## src/rtl/adder_tree_avg_if.sv

```systemverilog
// rtl/adder_tree_avg_if.sv - operand/result handshake bundle for adder_tree_avg
interface adder_tree_avg_if #(
    parameter int N = 8,
    parameter int M = 8
) ();
    logic [M*N-1:0] ops;
    logic           mode;
    logic           in_valid;
    logic           in_ready;
    logic [N-1:0]   res;
    logic           ovf;
    logic           out_valid;
    logic           out_ready;

    modport master (
        output ops, mode, in_valid, out_ready,
        input  in_ready, res, ovf, out_valid
    );

    modport slave (
        input  ops, mode, in_valid, out_ready,
        output in_ready, res, ovf, out_valid
    );
endinterface

```

## src/rtl/adder_tree_avg.sv

```systemverilog
// rtl/adder_tree_avg.sv - pipelined M-way adder tree with average/saturating-sum output
// Define ADDER_TREE_ROUND_EN for round-half-up in average mode; truncation otherwise.
module adder_tree_avg #(
    parameter int N     = 8,
    parameter int M     = 8,
    parameter int SHIFT = 3
) (
    input  logic            clk,
    input  logic            rst,
    adder_tree_avg_if.slave bus
);
    localparam int L   = $clog2(M);
    localparam int W   = N + L + 1;
    localparam int RSH = (SHIFT > 0) ? SHIFT - 1 : 0;
`ifdef ADDER_TREE_ROUND_EN
    localparam logic [W-1:0] RND = (SHIFT > 0) ? (W'(1) << RSH) : '0;
`else
    localparam logic [W-1:0] RND = '0;
`endif
    localparam logic [W-1:0] MAXV = {{(W-N){1'b0}}, {N{1'b1}}};

    // Level 0 is the capture stage S0; level k holds M>>k partial sums.
    logic [W-1:0] sum_q [0:L][0:M-1];
    logic [W-1:0] sum_d [0:L][0:M-1];
    logic [L:0]   vld_q, vld_d;
    logic [L:0]   mode_q, mode_d;
    logic [N-1:0] res_q, res_d;
    logic         ovf_q, ovf_d;
    logic         out_valid_q, out_valid_d;
    logic         advance;
    logic [W-1:0] q;

    always_comb begin
        advance     = ~out_valid_q | bus.out_ready;
        sum_d       = sum_q;
        vld_d       = vld_q;
        mode_d      = mode_q;
        res_d       = res_q;
        ovf_d       = ovf_q;
        out_valid_d = out_valid_q;
        q = mode_q[L] ? sum_q[L][0] : ((sum_q[L][0] + RND) >> SHIFT);
        if (advance) begin
            vld_d[0]  = bus.in_valid;
            mode_d[0] = bus.mode;
            for (int i = 0; i < M; i++) begin
                sum_d[0][i] = {{(W-N){1'b0}}, bus.ops[i*N +: N]};
            end
            for (int k = 1; k <= L; k++) begin
                vld_d[k]  = vld_q[k-1];
                mode_d[k] = mode_q[k-1];
                for (int i = 0; i < M/2; i++) begin
                    if (i < (M >> k)) begin
                        sum_d[k][i] = sum_q[k-1][2*i] + sum_q[k-1][2*i+1];
                    end
                end
            end
            out_valid_d = vld_q[L];
            // Bubbles clear the result registers so a held-off output never shows stale data.
            if (vld_q[L]) begin
                ovf_d = (q > MAXV);
                res_d = (q > MAXV) ? {N{1'b1}} : q[N-1:0];
            end else begin
                ovf_d = 1'b0;
                res_d = '0;
            end
        end
    end

    always_ff @(posedge clk or negedge rst) begin
        if (!rst) begin
            for (int k = 0; k <= L; k++) begin
                for (int i = 0; i < M; i++) begin
                    sum_q[k][i] <= '0;
                end
            end
            vld_q       <= '0;
            mode_q      <= '0;
            res_q       <= '0;
            ovf_q       <= 1'b0;
            out_valid_q <= 1'b0;
        end else begin
            sum_q       <= sum_d;
            vld_q       <= vld_d;
            mode_q      <= mode_d;
            res_q       <= res_d;
            ovf_q       <= ovf_d;
            out_valid_q <= out_valid_d;
        end
    end

    assign bus.in_ready  = advance;
    assign bus.res       = res_q;
    assign bus.ovf       = ovf_q;
    assign bus.out_valid = out_valid_q;
endmodule
```

## src/flat_wrapper.sv

```systemverilog
// flat-port wrapper written by rule: the top's interface ports become plain ports
module adder_tree_avg_flat 
#(
    parameter int N     = 8,
    parameter int M     = 8,
    parameter int SHIFT = 3
)
  (clk, rst, bus_ops, bus_mode, bus_in_valid, bus_out_ready, bus_in_ready, bus_res, bus_ovf, bus_out_valid);
  adder_tree_avg_if #(.N(N), .M(M)) bus_i ();
  input  logic clk;
  input  logic rst;
  input wire logic [$bits(bus_i.ops)-1:0] bus_ops;
  input wire logic [$bits(bus_i.mode)-1:0] bus_mode;
  input wire logic [$bits(bus_i.in_valid)-1:0] bus_in_valid;
  input wire logic [$bits(bus_i.out_ready)-1:0] bus_out_ready;
  output wire logic [$bits(bus_i.in_ready)-1:0] bus_in_ready;
  output wire logic [$bits(bus_i.res)-1:0] bus_res;
  output wire logic [$bits(bus_i.ovf)-1:0] bus_ovf;
  output wire logic [$bits(bus_i.out_valid)-1:0] bus_out_valid;
  assign bus_i.ops = bus_ops;
  assign bus_i.mode = bus_mode;
  assign bus_i.in_valid = bus_in_valid;
  assign bus_i.out_ready = bus_out_ready;
  assign bus_in_ready = bus_i.in_ready;
  assign bus_res = bus_i.res;
  assign bus_ovf = bus_i.ovf;
  assign bus_out_valid = bus_i.out_valid;
  adder_tree_avg #(.N(N), .M(M), .SHIFT(SHIFT)) u_core (.clk(clk), .rst(rst), .bus(bus_i));
endmodule
```

## config.mk

```make
export PLATFORM = sky130hd
export DESIGN_NAME = adder_tree_avg_flat
export DESIGN_NICKNAME = d
export VERILOG_FILES = /design/src/rtl/adder_tree_avg_if.sv /design/src/rtl/adder_tree_avg.sv /design/src/flat_wrapper.sv
export SDC_FILE = /design/constraint.sdc
export NUM_CORES = 1
export LEC_CHECK = 0
export BUFFER_PORTS_ARGS = -buffer_cell sky130_fd_sc_hd__buf_2
export CAP_MARGIN = 20
export CORE_ASPECT_RATIO = 0.6
export CORE_MARGIN = 2
export CORE_UTILIZATION = 55
export DETAILED_ROUTE_END_ITERATION = 12
export MAX_ROUTING_LAYER = met4
export PLACE_DENSITY = 0.75
export SYNTH_ARGS = -nofsm -noshare
export SYNTH_HDL_FRONTEND = slang
export SYNTH_SLANG_ARGS = --single-unit
```

## constraint.sdc

```tcl
create_clock -name clk -period 3.3 [get_ports clk]
set_input_delay 0.495 -clock clk [delete_from_list [all_inputs] [get_ports clk]]
set_output_delay 0.495 -clock clk [all_outputs]
set_load 0.005 [all_outputs]
```

Word-level counts from Yosys, hierarchy flattened
Cells that the tools add are included.
{"block": "op_classes", "n_addsub": 7, "multipliers": 0, "div_mod_pow": 0, "order_cmp": 1, "eq_ne": 0, "shifts": 0, "mux": 4, "bitwise_logic": 2, "n_reduce_logical": 0}
{"cell": "$add A12 B12 Y12", "n": 3}
{"cell": "$add A8 B8 Y9", "n": 4}
{"cell": "$mux W8", "n": 2}
{"cell": "$gt A12 B8 Y1 const B", "n": 1}
{"cell": "$mux W12", "n": 1}
{"cell": "$mux W1", "n": 1}
{"cell": "$not A1 Y1", "n": 1}
{"cell": "$or A1 B1 Y1", "n": 1}
{"block": "totals", "ff_bits": 166, "latch_bits": 0, "ramBits": 0, "rom_bits": 0, "in_bits": 69, "out_inout_bits": 11, "wordCells": 34, "memories": 0}

Depth between registers and ports, before layout
Gate-level depths: netlist of the first run.
{"block": "logic_depth", "depth_word": 4, "mapped_depth": 8, "ltp_nobuf": 8}

Least setup slack after synthesis of the first run
OpenSTA, ideal clock, no wires.
{"block": "synth_timing", "path_kind": "register to register", "start": "register u_core.sum_q[240] (netlist bit)", "end": "register u_core.sum_q[174] (netlist bit)", "setup_ns": 0.120, "arrival_ns": 1.841, "t_required_ns": 3.180, "slack_ns": 1.339, "stages_incl_launch_ff": 9, "path_buffers": 0, "synth_period_minus_slack_ns": 1.961, "cell_sequence": "dfrtp_1 -> ha_1 -> inv_1 -> fa_1 -> nor2b_4 -> o31a_1 -> o21a_1 -> or3_1 -> a31o_1"}
{"block": "synth_between", "elab_chain_cells": 1}
{"element": "start: declaration", "line_no": "adder_tree_avg.sv:23", "text": "logic [W-1:0] sum_q [0:L][0:M-1];"}
{"element": "start signal: assignment", "line_no": "adder_tree_avg.sv:82", "text": "sum_q <= sum_d;"}
{"element": "$add A12 B12 Y12", "line_no": "adder_tree_avg.sv:53", "text": "sum_d[k][i] = sum_q[k-1][2*i] + sum_q[k-1][2*i+1];"}
Every way passes these cells.
A chain may end at the register's enable or synchronous reset.

Final worst setup path of the first run
{"block": "layout_timing", "start": "register u_core.out_valid_q (netlist: u_core.bus.out_valid)", "end": "output bus_in_ready"}
{"block": "layout_between", "elab_chain_cells": 2}
{"element": "start: declaration", "line_no": "adder_tree_avg.sv:29", "text": "logic out_valid_q, out_valid_d;"}
{"element": "start signal: assignment", "line_no": "adder_tree_avg.sv:87", "text": "out_valid_q <= out_valid_d;"}
{"element": "$not A1 Y1", "line_no": "adder_tree_avg.sv:34", "text": "advance = ~out_valid_q | bus.out_ready;"}
{"element": "$or A1 B1 Y1", "line_no": "adder_tree_avg.sv:34"}
{"element": "end: declaration", "line_no": "flat_wrapper.sv:16", "text": "output wire logic [$bits(bus_i.in_ready)-1:0] bus_in_ready;"}
Every way passes these cells.

==> results of run 1 <==
==> layout make-up <==
| type | instances | area (sq um) | share of cell area (%) |
|---|---|---|---|
| Multi-Input combinational cell | 657 | 3910 | 43.2 |
| Tap cell | 192 | 240 | 2.65 |
| Timing Repair Buffer | 86 | 479 | 5.29 |
| Inverter | 22 | 85.1 | 0.940 |
| Clock inverter | 11 | 149 | 1.64 |
| Sequential cell | 149 | 3730 | 41.2 |
| Clock buffer | 21 | 460 | 5.08 |
==> cells in the mapped netlist (14+ instances only) <==
master	count
sky130_fd_sc_hd__nand2_1	277
sky130_fd_sc_hd__dfrtp_1	149
sky130_fd_sc_hd__ha_1	60
sky130_fd_sc_hd__o21ai_0	55
sky130_fd_sc_hd__nor2_1	49
sky130_fd_sc_hd__a21oi_1	41
sky130_fd_sc_hd__inv_1	22
sky130_fd_sc_hd__a211oi_1	21
sky130_fd_sc_hd__xor2_1	21
sky130_fd_sc_hd__buf_2	15
sky130_fd_sc_hd__o21a_1	15
sky130_fd_sc_hd__a21o_1	14
==> routing by layer <==
metal	up-vias	part of all wire, %
li1	3083	-
met1	2802	52
met2	136	42
met3	6	4.7
met4	0	0.52
met5	-	0
==> placed cells by master (no fill, tap or decap), types with 17 or more instances in the layout <==
master and n:
sky130_fd_sc_hd__a211oi_1 21, sky130_fd_sc_hd__nor2_1 49, sky130_fd_sc_hd__nand2_1 277, sky130_fd_sc_hd__inv_1 21
sky130_fd_sc_hd__a21oi_1 41, sky130_fd_sc_hd__xor2_1 21, sky130_fd_sc_hd__ha_1 60, sky130_fd_sc_hd__clkbuf_16 17
sky130_fd_sc_hd__o21ai_0 55, sky130_fd_sc_hd__dfrtp_1 149, sky130_fd_sc_hd__buf_2 78
==> state kept, by name (all words and copies together), names as in the netlist <==
signal / flops
u_core.bus.out_valid: 1
u_core.bus.ovf: 1
u_core.bus.res: 8
u_core.mode_q: 4
u_core.sum_q: 131
u_core.vld_q: 4
==> cells by family after synthesis <==
group | Yosys count | synth area share [%]
multiplexers | 7 | 1.00
adder cells (fa/ha/maj) | 67 | 11.3
AO/OA/AOI/OAI | 194 | 15.8
XOR/XNOR | 25 | 2.78
AND/OR/NAND/NOR | 364 | 18.7
buffers and inverters | 57 | 2.96
flip-flops | 149 | 47.4
==> worst paths after layout <==
| kind | to | slack, ns | from |
|---|---|---|---|
| worst max-delay path | bus_in_ready | 1.05 | u_core.bus.out_valid |
| worst min-delay path | u_core.sum_q[304] | 0.11 | rst |
| worst max register to register | u_core.sum_q[174] | 1.19 | u_core.sum_q[240] |
| worst min register to register | u_core.vld_q[2] | 0.47 | u_core.vld_q[2] |
| max in group asynchronous | u_core.sum_q[361] | 2.42 | rst |
| min in group clk | u_core.sum_q[360] | 0.27 | bus_ops[8] |
==> worst reg2reg max path: stages (launching register included) <==
cell,delay [ns]
sky130_fd_sc_hd__dfrtp_1,0.38
sky130_fd_sc_hd__ha_1,0.23
sky130_fd_sc_hd__inv_1,0.08
sky130_fd_sc_hd__fa_1,0.26
sky130_fd_sc_hd__nor2b_4,0.06
sky130_fd_sc_hd__o31a_1,0.28
sky130_fd_sc_hd__o21a_1,0.19
sky130_fd_sc_hd__or3_1,0.31
sky130_fd_sc_hd__a31o_1,0.21
==> power groups by stage <==
stage	Sequential, W	Clock (W)	Combinational [W]
3_3_place_gp	0.00313	0	0.00449
5_1_grt	0.00323	0.00212	0.00540
3_5_place_dp	0.00315	0	0.00462
4_1_cts	0.00313	0.00202	0.00470
2_1_floorplan	0.00297	0	0.00368
6_report	0.00314	0.00199	0.00470
==> through the flow <==
step           util (%)  cell area (sq um)  hold WS (ns)  total power (W)  std cells
6_report           65.7               9050         0.107          0.00983       1138
5_1_grt            65.7               9050         0.190           0.0108       1138
4_1_cts            65.7               9050         0.155          0.00986       1138
3_5_place_dp       61.2               8450         0.456          0.00778       1106
3_3_place_gp       61.2               8450         0.451          0.00762       1106
2_1_floorplan         -               7870         0.199          0.00665        863
==> impl_metrics.yaml, run 1 <==
status:
  run_status: "complete, no violations"
worst_setup_path:
  crit_path_start_kind: "flop"
  type_of_the_worst_setup_path: "flop to output port"
  critPathRequiredTime_ns: 2.80
  worst_path_max_delay_cell: "sky130_fd_sc_hd__inv_4"
  worst_setup_end_kind: "output port"
  cp.buffers_inverters: 2
  reg2regPathDepth: 8
  max_incr_delay_on_cp_ns: 0.53
  stages_on_worst_setup_path: 3
  critical_path.max_fanout: 77
  critical_path_arrival_ns: 1.76
  critical_path.top_delay_family: "buffers and inverters"
  timing.critical_path.cells: "nor2b_4 -> inv_4 -> buf_2"
clock_network:
  clkTransAtPathRegs_ns: 0.06
  clock_tree.root_cell: "sky130_fd_sc_hd__clkbuf_16"
  cts.htree.levels: 4
  tritoncts_num_sinks: 149
  clkLatencyLatePin_ns: 0.41
  number_of_buffers_added_by_the_clock_tree_synthesis_step: 17
  hold_fix_buffers_at_cts: 0
  post-cts-setup-buffers: 0
  cts_tree: "done"
  post_cts.resized_instances: 0
  clock_path_buffers: 2
synthesis:
  ys_warn_count: 0
  synth_top_cell_area_share_pct: 47.4
  syn_area_per_cell_sq_um: 9.12
  syn_area_sq_um: 7870
  synth-seq-area-share_pct: 47.4
  synth_edf_count: 0
  syn_nets: 999
  synthDistinctLibCells: 43
  async_reset_ff_share_pct: 100
  ys_top_cells_by_area: "sky130_fd_sc_hd__dfrtp_1 (47%), sky130_fd_sc_hd__nand2_1 (13%), sky130_fd_sc_hd__ha_1 (9.5%)"
  synth_area_leader_cell: "sky130_fd_sc_hd__dfrtp_1"
  post_synth_inst_count: 863
  yosys_most_used_dff: "sky130_fd_sc_hd__dfrtp_1"
  yosys_register_bits: 149
sta:
  setup_tns_ns: 0
  worst-slew-pin-transition_ns: 0.777
  maxSlewViolCount: 0
  fmax_mhz: 444
  post-route-worst-setup-slack_ns: 1.05
  post_route_skew_ns: 0.00798
  timing.final.setup_violations: 0
  final-hold-violation-count: 0
  layout_min_cycle_time_ns: 2.25
  max-slew-margin-rel_pct: 48.2
  unrepaired_setup_endpoints_after_global_routing: "false"
  layout_worst_path_cycle_share_pct: 68.3
route:
  post_drt_wl_per_cell_um: 14.1
  drt_wl_total_mm: 16.1
  remaining_drc_errors: 0
  drt_first_iter_violations: 396
  ant_nets: 0
  route.vias.total: 6027
  via_cell_ratio: 5.30
  drt_pre_antenna_iters: 5
layout:
  final_nets: 1069
  num-fill-cells: 1177
  antennaDiodeCount: 0
  layout-drive-gt1-share_pct: 13.4
  area.growth.synth_to_final_pct: 15.1
global_routing:
  grt_antenna_before_repair: 0
  via_count_of_the_first_global_routing_pass: 5956
  use_met1_pct: 36.3
  global_route_hottest_layer: "met1"
  grt_remaining_overflow: 0
  grt_util_all_layers_pct: 23.7
  pin_count_of_the_biggest_net_entering_global_routing: 155
  grtUsageMet3_pct: 5.20
  global_route_wire_length_before_repair_mm: 28.5
  gr-usage-met2_pct: 32.7
die:
  vertical_die_dimension_um: 96.6
  rows: 33
  initial_utilization_pct: 57.0
  floorplan.die_area_sq_um: 15300
  core_sq_um: 13800
  num_io_pins: 80
  die_w_um: 158
power:
  clock_power_share_pct: 20.3
  netSwitchingPower_w: 0.00392
  internal_power_w: 0.00592
  cellLeakagePower_nw: 4.52
  share_comb_of_total_power_pct: 47.8
  power.share.sequential_pct: 31.9
  sw_frac_of_total_pct: 39.8
  max-vdd-ir-drop_mv: 0.429
  power_per_cell_area_nw_per_um2: 1090
hold_path:
  worst_hold_path_type: "input port to async pin"
placement:
  detailedPlacementHpwl_mm: 10.9
  dp_worst_setup_slack_ns: 1.21
  gp_congestion: 0.815
  number_of_buffers_added_on_ports: 79
run:
  timing.max_cap.violations: 0
No activity file was read; power rests on OpenSTA's default activity.
==> run 2: changes to the inputs <==
--- a/config.mk
+++ b/config.mk
@@ -9,10 +9,10 @@
 export CAP_MARGIN = 20
 export CORE_ASPECT_RATIO = 0.6
 export CORE_MARGIN = 2
-export CORE_UTILIZATION = 55
+export CORE_UTILIZATION = 54
 export DETAILED_ROUTE_END_ITERATION = 12
 export MAX_ROUTING_LAYER = met4
-export PLACE_DENSITY = 0.75
+export PLACE_DENSITY = 0.77
 export SYNTH_ARGS = -nofsm -noshare
 export SYNTH_HDL_FRONTEND = slang
 export SYNTH_SLANG_ARGS = --single-unit
==> constraint.sdc (replaced) <==
create_clock -name clk -period 1.9 [get_ports clk]
set_input_delay 0.285 -clock clk [delete_from_list [all_inputs] [get_ports clk]]
set_output_delay 0.285 -clock clk [all_outputs]
set_load 0.005 [all_outputs]
==> impl_metrics.yaml, run 2 (synthesis gave the netlist of run 1 again) <==
layout:
  antennaDiodeCount: 0
  utilization_pct: 67.0
  leading_cell_type_in_the_layout_fill_and_taps_excluded: "sky130_fd_sc_hd__nand2_1"
  regMostFlops: "u_core.sum_q"
  max_reg_flops: 131
  most_frequent_cells_in_the_layout: "sky130_fd_sc_hd__nand2_1 (277), sky130_fd_sc_hd__dfrtp_1 (149), sky130_fd_sc_hd__buf_2 (78), sky130_fd_sc_hd__ha_1 (51), sky130_fd_sc_hd__o21ai_0 (50)"
  area.growth.synth_to_final_pct: 22.5
  layout-drive-gt1-share_pct: 22.4
  final_nets: 1116
route:
  remaining_drc_errors: 0
  route.vias.total: 6266
  ant_nets: 0
  drt_wl_total_mm: 17.5
  post_drt_wl_per_cell_um: 14.7
  drt_pre_antenna_iters: 5
  via_cell_ratio: 5.26
  drt_first_iter_violations: 442
placement:
  gp_congestion: 0.830
  detailedPlacementHpwl_mm: 11.8
  number_of_buffers_added_on_ports: 79
  dp_worst_setup_slack_ns: -0.136
sta:
  final-hold-violation-count: 0
  fmax_mhz: 477
  unrepaired_setup_endpoints_after_global_routing: "true"
  maxSlewViolCount: 0
  max-slew-margin-rel_pct: 64.7
  finalHoldWorstSlack_ns: 0.0443
  post_route_skew_ns: 0.0105
  worst-slew-pin-transition_ns: 0.529
  layout_worst_path_cycle_share_pct: 110
  layout_min_cycle_time_ns: 2.09
  timing.final.setup_violations: 4
  post-route-worst-setup-slack_ns: -0.195
status:
  violations_in_the_final_reports: "negative setup slack"
  run_status: "complete, but fails checks"
global_routing:
  global_route_wire_length_before_repair_mm: 29.9
  via_count_of_the_first_global_routing_pass: 6175
  grt_util_all_layers_pct: 24.2
  grt_remaining_overflow: 0
  pin_count_of_the_biggest_net_entering_global_routing: 54
  grt_antenna_before_repair: 0
worst_setup_path:
  worst_path_max_delay_cell: "sky130_fd_sc_hd__or4_1"
  type_of_the_worst_setup_path: "flop to flop"
  worst_setup_end_kind: "flop"
  max_incr_delay_on_cp_ns: 0.41
  crit_path_start_kind: "flop"
  reg2regPathDepth: 9
  critical_path_arrival_ns: 2.45
  critical_path.max_fanout: 3
  critPathRequiredTime_ns: 2.26
  timing.critical_path.cells: "ha_2 -> inv_2 -> fa_2 -> nor2b_2 -> o31a_1 -> buf_4 -> nor4_2 -> or4_1 -> nand3_1"
die:
  initial_utilization_pct: 54.7
  die_w_um: 160
  floorplan.die_area_sq_um: 15600
  num_io_pins: 80
  rows: 34
  vertical_die_dimension_um: 97.5
  core_sq_um: 14400
power:
  internal_power_w: 0.0110
  power_per_cell_area_nw_per_um2: 1920
  netSwitchingPower_w: 0.00757
  sw_frac_of_total_pct: 40.8
  cellLeakagePower_nw: 4.76
  power.share.sequential_pct: 29.4
  share_comb_of_total_power_pct: 52.8
  max-vdd-ir-drop_mv: 0.837
  clock_power_share_pct: 17.8
  report.power.total_w: 0.0185
clock_network:
  clkLatencyLatePin_ns: 0.43
  clock_tree.root_cell: "sky130_fd_sc_hd__clkbuf_16"
  cts_tree: "done"
  clkTransAtPathRegs_ns: 0.07
  cts.htree.levels: 4
  clock_path_buffers: 2
  tritoncts_num_sinks: 149
  number_of_buffers_added_by_the_clock_tree_synthesis_step: 17
hold_path:
  worst_hold_path_type: "input port to flop"
  hold_path_depth: 3
run:
  timing.max_cap.violations: 0
==> run 2: worst max-delay path, delay by kind of cell (launching register included) <==
family / cells / cell delay, ns
and+or+nand+nor: 4 / 0.70
adders and majority gates: 2 / 0.53
DFF: 1 / 0.36
AOI/OAI and AO/OA: 1 / 0.25
buffers and inverters: 2 / 0.19
==> run 2: cell type report <==
type                       instances  area (sq um)
fill                            1143          4740
multi-input combinational        657          4120
sequential                       149          3730
timing repair buffer             133           885
clock buffer                      17           425
tap                              198           248
clock inverter                    15           146
inverter                          22          87.6
==> run 2: final timing paths <==
path	startpoint	endpoint	slack, ns
worst max-delay path	u_core.sum_q[264]	u_core.sum_q[188]	-0.19
worst min-delay path	bus_ops[34]	u_core.sum_q[326]	0.04
worst max register to register	u_core.sum_q[264]	u_core.sum_q[188]	-0.19
worst min register to register	u_core.vld_q[2]	u_core.vld_q[2]	0.47
max in group asynchronous	rst	u_core.sum_q[294]	1.00
min in group asynchronous	rst	u_core.sum_q[312]	0.30
==> run 2: repair_timing <==
action / in CTS / in global routing
setup endpoints to repair: 16 / 24
hold buffers: 1 / 0
pin swaps: 7 / 30
hold endpoints to repair: 28 / 0
resized for setup: 14 / 40
buffers inserted: 2 / 12
==> run 2: metrics by stage <==
stage,cell area [sq um],TNS (ns),instances
2_1_floorplan,7880,-0.0200,863
3_3_place_gp,8750,-0.0694,1144
3_5_place_dp,8750,-0.568,1144
4_1_cts,9390,-0.347,1179
5_1_grt,9640,-1.04,1191
6_report,9640,-0.562,1191
==> run 2: per-layer routing <==
metal	vias up	global-route usage [%]	routed length (um)
met5	-	-	0
met2	121	34.0	7540
li1	3186	-	-
met3	12	4.87	750
met1	2947	36.0	9060
met4	0	5.75	116
==> run 2: power groups by stage <==
stage	Clock, W	Combinational (W)	Sequential, W
floorplan	0	0.00642	0.00516
global placement	0	0.00838	0.00542
detailed placement	0	0.00869	0.00545
CTS	0.00331	0.00909	0.00542
global route	0.00349	0.0109	0.00561
finish	0.00329	0.00979	0.00546
==> run 3: changes to the inputs <==
--- a/config.mk
+++ b/config.mk
@@ -9,10 +9,11 @@
 export CAP_MARGIN = 20
 export CORE_ASPECT_RATIO = 0.6
 export CORE_MARGIN = 2
-export CORE_UTILIZATION = 54
+export CORE_UTILIZATION = 55
 export DETAILED_ROUTE_END_ITERATION = 12
 export MAX_ROUTING_LAYER = met4
-export PLACE_DENSITY = 0.77
+export PLACE_DENSITY = 0.75
+export REMOVE_ABC_BUFFERS = 1
 export SYNTH_ARGS = -nofsm -noshare
 export SYNTH_HDL_FRONTEND = slang
 export SYNTH_SLANG_ARGS = --single-unit
==> constraint.sdc (replaced) <==
create_clock -name clk -period 2.5 [get_ports clk]
set_input_delay 0.375 -clock clk [delete_from_list [all_inputs] [get_ports clk]]
set_output_delay 0.375 -clock clk [all_outputs]
set_load 0.005 [all_outputs]
==> impl_metrics.yaml, run 3 (synthesis gave the netlist of run 1 again) <==
status:
  run_status: "complete, no violations"
power:
  cellLeakagePower_nw: 4.52
  power_per_cell_area_nw_per_um2: 1430
  report.power.total_w: 0.0130
  max-vdd-ir-drop_mv: 0.630
clock_network:
  cts_tree: "done"
  clock_path_buffers: 2
  clock_tree.root_cell: "sky130_fd_sc_hd__clkbuf_16"
  clkLatencyLatePin_ns: 0.42
  cts.htree.levels: 4
  hold_fix_buffers_at_cts: 1
  number_of_buffers_added_by_the_clock_tree_synthesis_step: 17
  post-cts-setup-buffers: 0
  clkTransAtPathRegs_ns: 0.06
  post_cts.resized_instances: 0
  tritoncts_num_sinks: 149
route:
  ant_nets: 0
  drt_pre_antenna_iters: 5
  remaining_drc_errors: 0
  drt_first_iter_violations: 372
  via_cell_ratio: 5.23
  post_drt_wl_per_cell_um: 14.1
  drt_wl_total_mm: 16.1
  route.vias.total: 5971
sta:
  max-slew-margin-rel_pct: 53.3
  worst-slew-pin-transition_ns: 0.700
  fmax_mhz: 471
  final-hold-violation-count: 0
  unrepaired_setup_endpoints_after_global_routing: "false"
  maxSlewViolCount: 0
  timing.final.setup_violations: 0
  post-route-worst-setup-slack_ns: 0.377
  layout_min_cycle_time_ns: 2.12
  post_route_skew_ns: 0.00847
  layout_worst_path_cycle_share_pct: 84.9
placement:
  gp_congestion: 0.834
  number_of_buffers_added_on_ports: 79
  detailedPlacementHpwl_mm: 11.1
  place_inst: 1108
  dp_worst_setup_slack_ns: 0.422
die:
  floorplan.die_area_sq_um: 15300
  core_sq_um: 13800
  rows: 33
  num_io_pins: 80
  initial_utilization_pct: 57.0
  vertical_die_dimension_um: 96.6
  die_w_um: 158
global_routing:
  global_route_wire_length_before_repair_mm: 27.2
  via_count_of_the_first_global_routing_pass: 5659
  grt_remaining_overflow: 0
  pin_count_of_the_biggest_net_entering_global_routing: 82
  grt_antenna_before_repair: 0
  grt_util_all_layers_pct: 22.9
layout:
  num-fill-cells: 1202
  antennaDiodeCount: 0
  sequential_cell_area_sq_um: 3730
  most_frequent_cells_in_the_layout: "sky130_fd_sc_hd__nand2_1 (277), sky130_fd_sc_hd__dfrtp_1 (149), sky130_fd_sc_hd__buf_2 (78), sky130_fd_sc_hd__ha_1 (60), sky130_fd_sc_hd__o21ai_0 (55)"
  final_nets: 1072
  regMostFlops: "u_core.sum_q"
  post_layout_nonfiller_instances: 1141
  utilization_pct: 65.8
  leading_cell_type_in_the_layout_fill_and_taps_excluded: "sky130_fd_sc_hd__nand2_1"
  area.growth.synth_to_final_pct: 15.4
  layout-drive-gt1-share_pct: 13.4
  multi_input_comb_area_sq_um: 3910
  max_reg_flops: 131
worst_setup_path:
  type_of_the_worst_setup_path: "flop to flop"
  timing.critical_path.cells: "ha_1 -> inv_1 -> fa_1 -> nor2b_1 -> o31a_1 -> nor4_1 -> or4_1 -> nand3_1"
  critPathRequiredTime_ns: 2.85
  critical_path_arrival_ns: 2.47
  crit_path_start_kind: "flop"
  critical_path.top_delay_family: "simple AND/OR/NAND/NOR gates"
  r2r_setup_slack_ns: 0.38
  worst_setup_end_kind: "flop"
  cp.buffers_inverters: 1
  worst_path_max_delay_cell: "sky130_fd_sc_hd__or4_1"
  max_incr_delay_on_cp_ns: 0.47
  critical_path.max_fanout: 3
run:
  timing.max_cap.violations: 0
hold_path:
  worst_hold_path_type: "input port to flop"
-- run 3: cell count changes in the layout (fill, tap and decap cells not counted), moves of 5 or more --
cell                       change
sky130_fd_sc_hd__ha_1          +9
sky130_fd_sc_hd__a21oi_1       +5
sky130_fd_sc_hd__ha_2          -6
sky130_fd_sc_hd__a211oi_2      -7
sky130_fd_sc_hd__fa_2          -7
sky130_fd_sc_hd__a211oi_1      +8
sky130_fd_sc_hd__inv_2         -5
sky130_fd_sc_hd__o21ai_0       +5
sky130_fd_sc_hd__inv_1         +5
sky130_fd_sc_hd__fa_1          +7
sky130_fd_sc_hd__buf_4        -41
-- run 3: power breakdown --
group / internal, W / leakage (nW) / switching, W / total [W]
Combinational: 0.00275 / 2.47 / 0.00350 / 0.00625
Sequential: 0.00345 / 1.77 / 0.000685 / 0.00414
Clock: 0.00157 / 0.274 / 0.00101 / 0.00258
Total: 0.00777 / 4.52 / 0.00520 / 0.0130
-- run 3: routing by layer --
layer / part of all wire [%] / wire length (um) / up-vias / global-route usage (%)
li1: - / - / 3096 / -
met1: 54 / 8700 / 2745 / 35.5
met2: 41 / 6590 / 121 / 31.1
met3: 4.2 / 677 / 9 / 3.76
met4: 0.72 / 115 / 0 / 6.03
met5: 0 / 0 / - / -
-- run 3: final cells by class --
type / count / area share, %
flip-flops and latches: 149 / 41.1
inverters: 22 / 0.938
clock buffers: 21 / 4.85
multi-input cells: 657 / 43.1
repair buffers: 89 / 5.69
well taps: 192 / 2.65
clock inverters: 11 / 1.67
-- run 3: final timing paths --
kind                              startpoint                end  cells after the start
setup / recovery           u_core.sum_q[264]  u_core.sum_q[188]                      8
hold / removal                   bus_ops[46]  u_core.sum_q[318]                      3
setup reg to reg           u_core.sum_q[264]  u_core.sum_q[188]                      8
hold reg to reg             u_core.sum_q[84]   u_core.sum_q[84]                      2
max in group asynchronous                rst  u_core.sum_q[377]                      3
min in group asynchronous                rst  u_core.sum_q[328]                      2
-- run 3: tightest hold or removal path, stage by stage --
cell and delay (ns):
sky130_fd_sc_hd__buf_2 0.07, sky130_fd_sc_hd__nand2_1 0.04, sky130_fd_sc_hd__nand2_1 0.05
-- run 3: per-stage QoR --
stage | TNS (ns) | hold WS [ns] | instance area (sq um)
4_1_cts | 0 | 0.134 | 9070
5_1_grt | 0 | 0.138 | 9070
3_3_place_gp | 0 | 0.310 | 8470
3_5_place_dp | 0 | 0.316 | 8470
6_report | 0 | 0.146 | 9070
2_1_floorplan | -1061.04 | 0.0794 | 7720
